[config.mk]
export PLATFORM = sky130hd
export DESIGN_NAME = full_adder_bist_ctrl
export DESIGN_NICKNAME = d
export VERILOG_FILES = /design/src/rtl/full_adder_bist_ctrl.sv
export SDC_FILE = /design/constraint.sdc
export NUM_CORES = 1
export LEC_CHECK = 0
export CORE_ASPECT_RATIO = 1.25
export CORE_MARGIN = 5
export CORE_UTILIZATION = 53
export CTS_CLUSTER_SIZE = 16
export DETAILED_ROUTE_END_ITERATION = 10
export PLACE_DENSITY = 0.78
export SLEW_MARGIN = 20
export SYNTH_ARGS = -nofsm -noshare
export SYNTH_HDL_FRONTEND = slang
export SYNTH_SLANG_ARGS = --single-unit
[constraint.sdc]
create_clock -name clk_i -period 3 [get_ports clk_i]
set_input_delay 0.9 -clock clk_i [delete_from_list [all_inputs] [get_ports clk_i]]
set_output_delay 0.9 -clock clk_i [all_outputs]
set_load 0.03 [all_outputs]
[src/rtl/full_adder_bist_ctrl.sv]
// rtl/full_adder_bist_ctrl.sv - exhaustive stimulus/check engine for a 1-bit full adder
//
// Walks {a,b,cin} through 0..7 (LOOPS times), holds each vector SETTLE_CYCLES
// cycles, then checks sum/cout against a golden model in a single CHECK cycle.
// Reports pass/fail, a saturating error count and the first failing vector.
//
// Optional macro FA_BIST_FAULT_INJECT_EN: adds inj_i, sampled together with
// start_i; when set, the expected sum is inverted for the whole run so a good
// adder must produce errors (checker self-test).
//
// Ports:
//   clk_i       in   rising-edge clock
//   reset_n_i   in   synchronous active-low reset
//   start_i     in   run request, honoured in IDLE/DONE only
//   inj_i       in   (macro only) invert expected sum for this run
//   a_o/b_o/cin_o out vector driven into the adder
//   sum_i/cout_i in  adder response
//   busy_o      out  high while a run is in progress
//   done_o      out  level, high in DONE until restart or reset
//   pass_o      out  valid with done_o, 1 iff no mismatch seen
//   err_cnt_o   out  mismatching CHECK cycles, saturating
//   fail_vld_o  out  a failing vector was captured this run
//   fail_vec_o  out  first failing vector {a,b,cin}
module full_adder_bist_ctrl #(
  parameter int SETTLE_CYCLES = 1,
  parameter int LOOPS         = 1,
  parameter int ERR_CNT_W     = 4
) (
  input  logic                 clk_i,
  input  logic                 reset_n_i,
  input  logic                 start_i,
`ifdef FA_BIST_FAULT_INJECT_EN
  input  logic                 inj_i,
`endif
  output logic                 a_o,
  output logic                 b_o,
  output logic                 cin_o,
  input  logic                 sum_i,
  input  logic                 cout_i,
  output logic                 busy_o,
  output logic                 done_o,
  output logic                 pass_o,
  output logic [ERR_CNT_W-1:0] err_cnt_o,
  output logic                 fail_vld_o,
  output logic [2:0]           fail_vec_o
);

  localparam int SET_W  = (SETTLE_CYCLES > 1) ? $clog2(SETTLE_CYCLES) : 1;
  localparam int LOOP_W = $clog2(LOOPS + 1);

  typedef enum logic [1:0] {
    S_IDLE,
    S_SETTLE,
    S_CHECK,
    S_DONE
  } state_t;

  state_t               state;
  logic [2:0]           vec;
  logic [SET_W-1:0]     settle_cnt;
  logic [LOOP_W-1:0]    loop_cnt;
  logic                 inj_q;
  logic                 exp_sum;
  logic                 exp_cout;
  logic                 mismatch;
  logic                 last_check;
  logic [ERR_CNT_W-1:0] err_next;

  // vec is a register, so the adder operands come straight from flops; it
  // wraps to 0 on the final CHECK, which returns the operands to 0 in DONE.
  assign a_o   = vec[2];
  assign b_o   = vec[1];
  assign cin_o = vec[0];

`ifndef FA_BIST_FAULT_INJECT_EN
  assign inj_q = 1'b0;
`endif

  always_comb begin
    exp_sum    = vec[2] ^ vec[1] ^ vec[0] ^ inj_q;
    exp_cout   = (vec[2] & vec[1]) | ((vec[2] ^ vec[1]) & vec[0]);
    // Case inequality so an X/Z response is treated as a failure.
    mismatch   = (sum_i !== exp_sum) || (cout_i !== exp_cout);
    err_next   = (mismatch && (err_cnt_o != '1)) ? err_cnt_o + ERR_CNT_W'(1) : err_cnt_o;
    last_check = (vec == 3'd7) && (loop_cnt == LOOP_W'(LOOPS - 1));
  end

  always_ff @(posedge clk_i) begin
    if (!reset_n_i) begin
      state      <= S_IDLE;
      vec        <= 3'd0;
      settle_cnt <= '0;
      loop_cnt   <= '0;
      busy_o     <= 1'b0;
      done_o     <= 1'b0;
      pass_o     <= 1'b0;
      err_cnt_o  <= '0;
      fail_vld_o <= 1'b0;
      fail_vec_o <= 3'd0;
`ifdef FA_BIST_FAULT_INJECT_EN
      inj_q      <= 1'b0;
`endif
    end else begin
      case (state)
        S_IDLE, S_DONE: begin
          if (start_i) begin
            vec        <= 3'd0;
            settle_cnt <= '0;
            loop_cnt   <= '0;
            busy_o     <= 1'b1;
            done_o     <= 1'b0;
            pass_o     <= 1'b0;
            err_cnt_o  <= '0;
            fail_vld_o <= 1'b0;
            fail_vec_o <= 3'd0;
`ifdef FA_BIST_FAULT_INJECT_EN
            inj_q      <= inj_i;
`endif
            state      <= (SETTLE_CYCLES == 0) ? S_CHECK : S_SETTLE;
          end
        end
        S_SETTLE: begin
          if (settle_cnt == SET_W'(SETTLE_CYCLES - 1)) begin
            settle_cnt <= '0;
            state      <= S_CHECK;
          end else begin
            settle_cnt <= settle_cnt + SET_W'(1);
          end
        end
        S_CHECK: begin
          err_cnt_o <= err_next;
          if (mismatch && !fail_vld_o) begin
            fail_vld_o <= 1'b1;
            fail_vec_o <= vec;
          end
          vec <= vec + 3'd1;
          if (vec == 3'd7) begin
            loop_cnt <= loop_cnt + LOOP_W'(1);
          end
          if (last_check) begin
            busy_o <= 1'b0;
            done_o <= 1'b1;
            pass_o <= (err_next == '0);
            state  <= S_DONE;
          end else begin
            state  <= (SETTLE_CYCLES == 0) ? S_CHECK : S_SETTLE;
          end
        end
        default: state <= S_IDLE;
      endcase
    end
  end

endmodule
Word-level counts from Yosys, hierarchy flattened
Index checks and enable logic that the tools add are counted.
- register bits: 18
- input bits: 5
- output and inout bits: 14
- word-level logic and storage cells: 73
- add/subtract/negate cells: 4
- equal/unequal tests: 12
- mux-type cells: 25
- bitwise gates (word level): 6
- reductions and logical operators: 16
- operator list (cell ; number):
    one-hot mux 1 bit (2 select lines) ; 6
    one-hot mux 3 bit (2 select lines) ; 2
    inequality test 2 bit (second input constant) ; 5
    AND reduction 3 bit ; 3
    two-way mux 1 bit ; 8
    two-way mux 4 bit ; 2
    one-hot mux 4 bit (2 select lines) ; 1
    two-way mux 2 bit ; 3
    two-way mux 3 bit ; 2
    one-hot mux 2 bit (3 select lines) ; 1
    AND reduction 2 bit ; 3
    adder 4 x 1 -> 4 bit (second input constant) ; 1
    equality test 2 bit (second input constant) ; 2
    zero test 4 bit ; 1
    inequality test 4 bit (second input constant) ; 1
    nonzero test 2 bit ; 2
    adder 3 x 1 -> 3 bit (second input constant) ; 1
    equality test 3 bit (second input constant) ; 1
    logical AND 1 bit ; 3
    adder 1 bit (second input constant) ; 2
    bitwise AND 1 bit ; 2
    equality test 2 x 1 -> 1 bit (second input constant) ; 1
    zero test 2 bit ; 1
    case inequality test 1 bit ; 2
    6 further kinds ; 7

Logic depth before layout (Yosys ltp)
- word-level depth: 10
- depth in mapped cells: 7

Worst setup path after synthesis
Ideal clock, no wire load.
- path type: flip-flop to flip-flop
- from: reg vec[2]
- to: reg pass_o
- setup time: 96 ps
- arrival: 2142 ps
- data required time: 2904 ps
- path slack: 763 ps
- cell stages (with the launch flop): 7
- buffers on the path: 0
- clock period less this slack: 2237 ps
- cells stage by stage: dfxtp_1 > inv_1 > fa_1 > xnor2_1 > o21ai_0 > xnor2_1 > o41ai_2
- longest elaborated chain between the ends: 10
- ends and longest elaborated chain (element ; RTL line ; source):
    start: declaration ; 59 ; logic [2:0] vec;
    start signal: assignment ; 136 ; vec <= vec + 3'd1;
    XOR 1 bit ; 80, 81 ;
    bitwise AND 1 bit ; 81 ; exp_cout = (vec[2] & vec[1]) | ((vec[2] ^ vec[1]) & vec[0]);
    bitwise OR 1 bit ; 81 ;
    case inequality test 1 bit ; 83 ; mismatch = (sum_i !== exp_sum) || (cout_i !== exp_cout);
    logical OR 1 bit ; 83 ;
    logical AND 1 bit ; 84 ; err_next = (mismatch && (err_cnt_o != '1)) ? err_cnt_o + ERR_CNT_W'(1) : err_cnt_o;
    two-way mux 4 bit ; 84 ;
    zero test 4 bit ; 143 ; pass_o <= (err_next == '0);
    two-way mux 1 bit ; 140 ; if (last_check) begin
    one-hot mux 1 bit (2 select lines) ; 104 ; case (state)
    end signal: assignment ; 143 ;
    end: declaration ; 42 ; output logic pass_o,
Several ways; a longest one is shown, not always the timed one. The select of a mux whose other input is x is not followed.
A chain may end at the register's enable or synchronous reset.

Worst setup path in the final report
- from: reg err_cnt_o[3]
- to: out err_cnt_o[3]
- RTL lines (element ; RTL line ; source):
    start: declaration ; 43 ; output logic [ERR_CNT_W-1:0] err_cnt_o,
    start signal: assignment ; 131 ; err_cnt_o <= err_next;
No word-level cell between the ends.

==> flow_summary.toml <==
[synth]
netlist_top_cells_area = "dfxtp_1 36%, ha_1 7.9%, nand2_1 5.5%"
synthCells = 112
ys_seq_elements = 17
yosysTopAreaCell = "dfxtp_1"
synth_nets = 124
async_flop_share_pct = 0
synth_enable_flop_cells = 0
ys_seq_area_share_pct = 35.84
netlist.area_leader.share_pct = 35.84
synth_area_per_cell_sq_um = 8.479
yosysWarnings = 0
synth.cell_area_sq_um = 949.7
ys_types = 32
synth-main-ff-cell = "dfxtp_1"

[setup_path]
cp.required_ns = 2.10
worstPathArrival_ns = 1.48
reg2reg_slack_ns = 0.71
cp_top_family = "buffers and inverters"
critPathCaptureType = "primary output"
cp_slowest_cell = "clkdlybuf4s50_1"
critPathBufInv = 1
crit_path_start_kind = "flip-flop"
worstPathCellList = "clkdlybuf4s50_1"
max_stage_delay_ns = 0.71
crit_type = "reg2out"
worstPathMaxFanout = 7

[clock_network]
cts_tree = "done"
htreeDepth = 1
cts_buffers = 3
clockBufferDepth = 2
hold_buffers = 0
root_buffer = "clkbuf_4"
clk_pin_slew_ns = 0.11
clock_latency_ns = 0.30
postCtsSetupBuffers = 0
cts_resized = 0
cts_num_sinks = 17

[die]
boundaryPins = 19
die_x_microns = 47.86
die_area_sq_mm = 0.002744
initial_core_util_pct = 54.45
die_h_microns = 57.33
core.rowCount = 17
core_sq_mm = 0.001744

[power]
swShare_pct = 41.14
clockPowerShare_pct = 17.5
p_switching_mw = 0.2999
irDropWorstVdd_mv = 0.5582
seq_power_share_pct = 37.5
power_density_mw_per_mm2 = 617.9
p_leak_nw = 0.4363
combPwrFrac_pct = 44.9
p_int_mw = 0.4291
total_power_mw = 0.7290

[sta]
fin_skew_ns = 0.008784
setup_viol = 0
holdWs_ns = 0.4588
finalMaxSlewViolations = 0
timing.fmax_mhz = 420.7
relSlewSlack_pct = 61.85
worst_slew_pin_slew_ns = 0.5681
rsz0062_at_grt = "no"
worst_slack_ns = 0.6230
hold_viol = 0
finalCriticalPeriod_ns = 2.377
tns_ns = 0
period_share_pct = 79.23

[global_route]
grt_pass1_wl_microns = 3525
antenna_found_initial = 0
grt_pass1_vias = 849
gr-total-overflow = 0
grt_max_degree = 13
grt_usage_pct = 17.12

[cells_and_area]
most-common-layout-cells = "18 x clkdlybuf4s50_1, 17 x dfxtp_1, 14 x nand2_1, 10 x a21oi_1, 7 x inv_1"
layoutNonFillerInstCount = 151
final_util_pct = 67.65
diodes = 0
fill_cells = 158
num-nets-final = 145
final_common_cell = "clkdlybuf4s50_1"
drive_gt1_share_pct = 6.061
area_growth_syn_to_layout_pct = 24.24
final_area_sq_mm = 0.001180

[route]
drt-met1-wl_microns = 916
drc = 0
wire_per_inst_microns = 13.69
highest_layer = "met4"
drt_first_pass_iters = 4
ant_nets = 0
wl_met2_microns = 998
viasPerCell = 5.715
drt_iter0_drc = 24
met3WireLength_microns = 113
wl_microns = 2067
num_vias = 863

[placement]
postPlaceCellArea_sq_mm = 0.001152
dp_cells = 147
gp_congestion = 0.8977
dp_hpwl_microns = 1574
dp_slack_ns = 0.3138
port_buffers = 18

[flow_run]
cap_viol_max_count = 0

[worst_hold_path]
hold_class = "reg2reg"

[outcome]
outcome = "finished, final reports clean"
cell usage after synthesis (3+ instances only):
library cell  count
ha_1              6
dfxtp_1          17
nand2_1          14
nor2_1            3
inv_1             7
a21oi_1          10
o21ai_0           5
xnor2_1           3
nor2b_1           6
nor3b_1           3
clkbuf_1          3
nand3_1           4
o2bb2ai_1         3
power groups by stage:
stage	sequential [mW]	combinational (mW)	clock (mW)
3_5_place_dp	0.279	0.328	0
2_1_floorplan	0.300	0.213	0
4_1_cts	0.274	0.328	0.129
5_1_grt	0.278	0.371	0.141
6_report	0.274	0.328	0.128
3_3_place_gp	0.278	0.321	0
layer usage:
metal  vias up  GRT usage [%]
met5         -              0
met4         0          6.538
met3         6          5.047
met2        20          27.60
met1       400          20.58
li1        437              -
state kept, by name, indices dropped and copies added, names as in the netlist:
register / flops
done_o: 1
fail_vec_o: 3
vec: 3
state: 2
err_cnt_o: 4
pass_o: 1
loop_cnt: 1
busy_o: 1
fail_vld_o: 1
area by class of cell:
| class | instances | area [sq um] | area share, % |
|---|---|---|---|
| tap | 19 | 23.77 | 2.015 |
| clock inverter | 1 | 5.005 | 0.4242 |
| multi-input combinational | 84 | 566.8 | 48.04 |
| sequential | 17 | 340.3 | 28.84 |
| timing repair buffer | 20 | 195.2 | 16.54 |
| inverter | 7 | 26.28 | 2.227 |
| clock buffer | 3 | 22.52 | 1.909 |
path summary, 6_finish.rpt:
kind                 start             to  cells after the start
min          fail_vec_o[2]  fail_vec_o[2]                      2
max           err_cnt_o[3]   err_cnt_o[3]                      1
min reg2reg  fail_vec_o[2]  fail_vec_o[2]                      2
max reg2reg         vec[2]         pass_o                      6
kinds of logic after synthesis:
logic type      share of synthesized area [%]
flops                                   35.84
simple gates                            20.42
xor+xnor                                2.767
fa+ha+maj                               10.01
mux                                     1.054
compound gates                          25.43
buf+inv                                 4.479
worst register-to-register path: stages (launching register included):
cell and delay, ns:
dfxtp_1 0.43, inv_1 0.09, fa_1 0.48, xnor2_1 0.50, o21ai_0 0.23, xnor2_1 0.18, o41ai_2 0.31
Power figures use the tool's default switching activity.
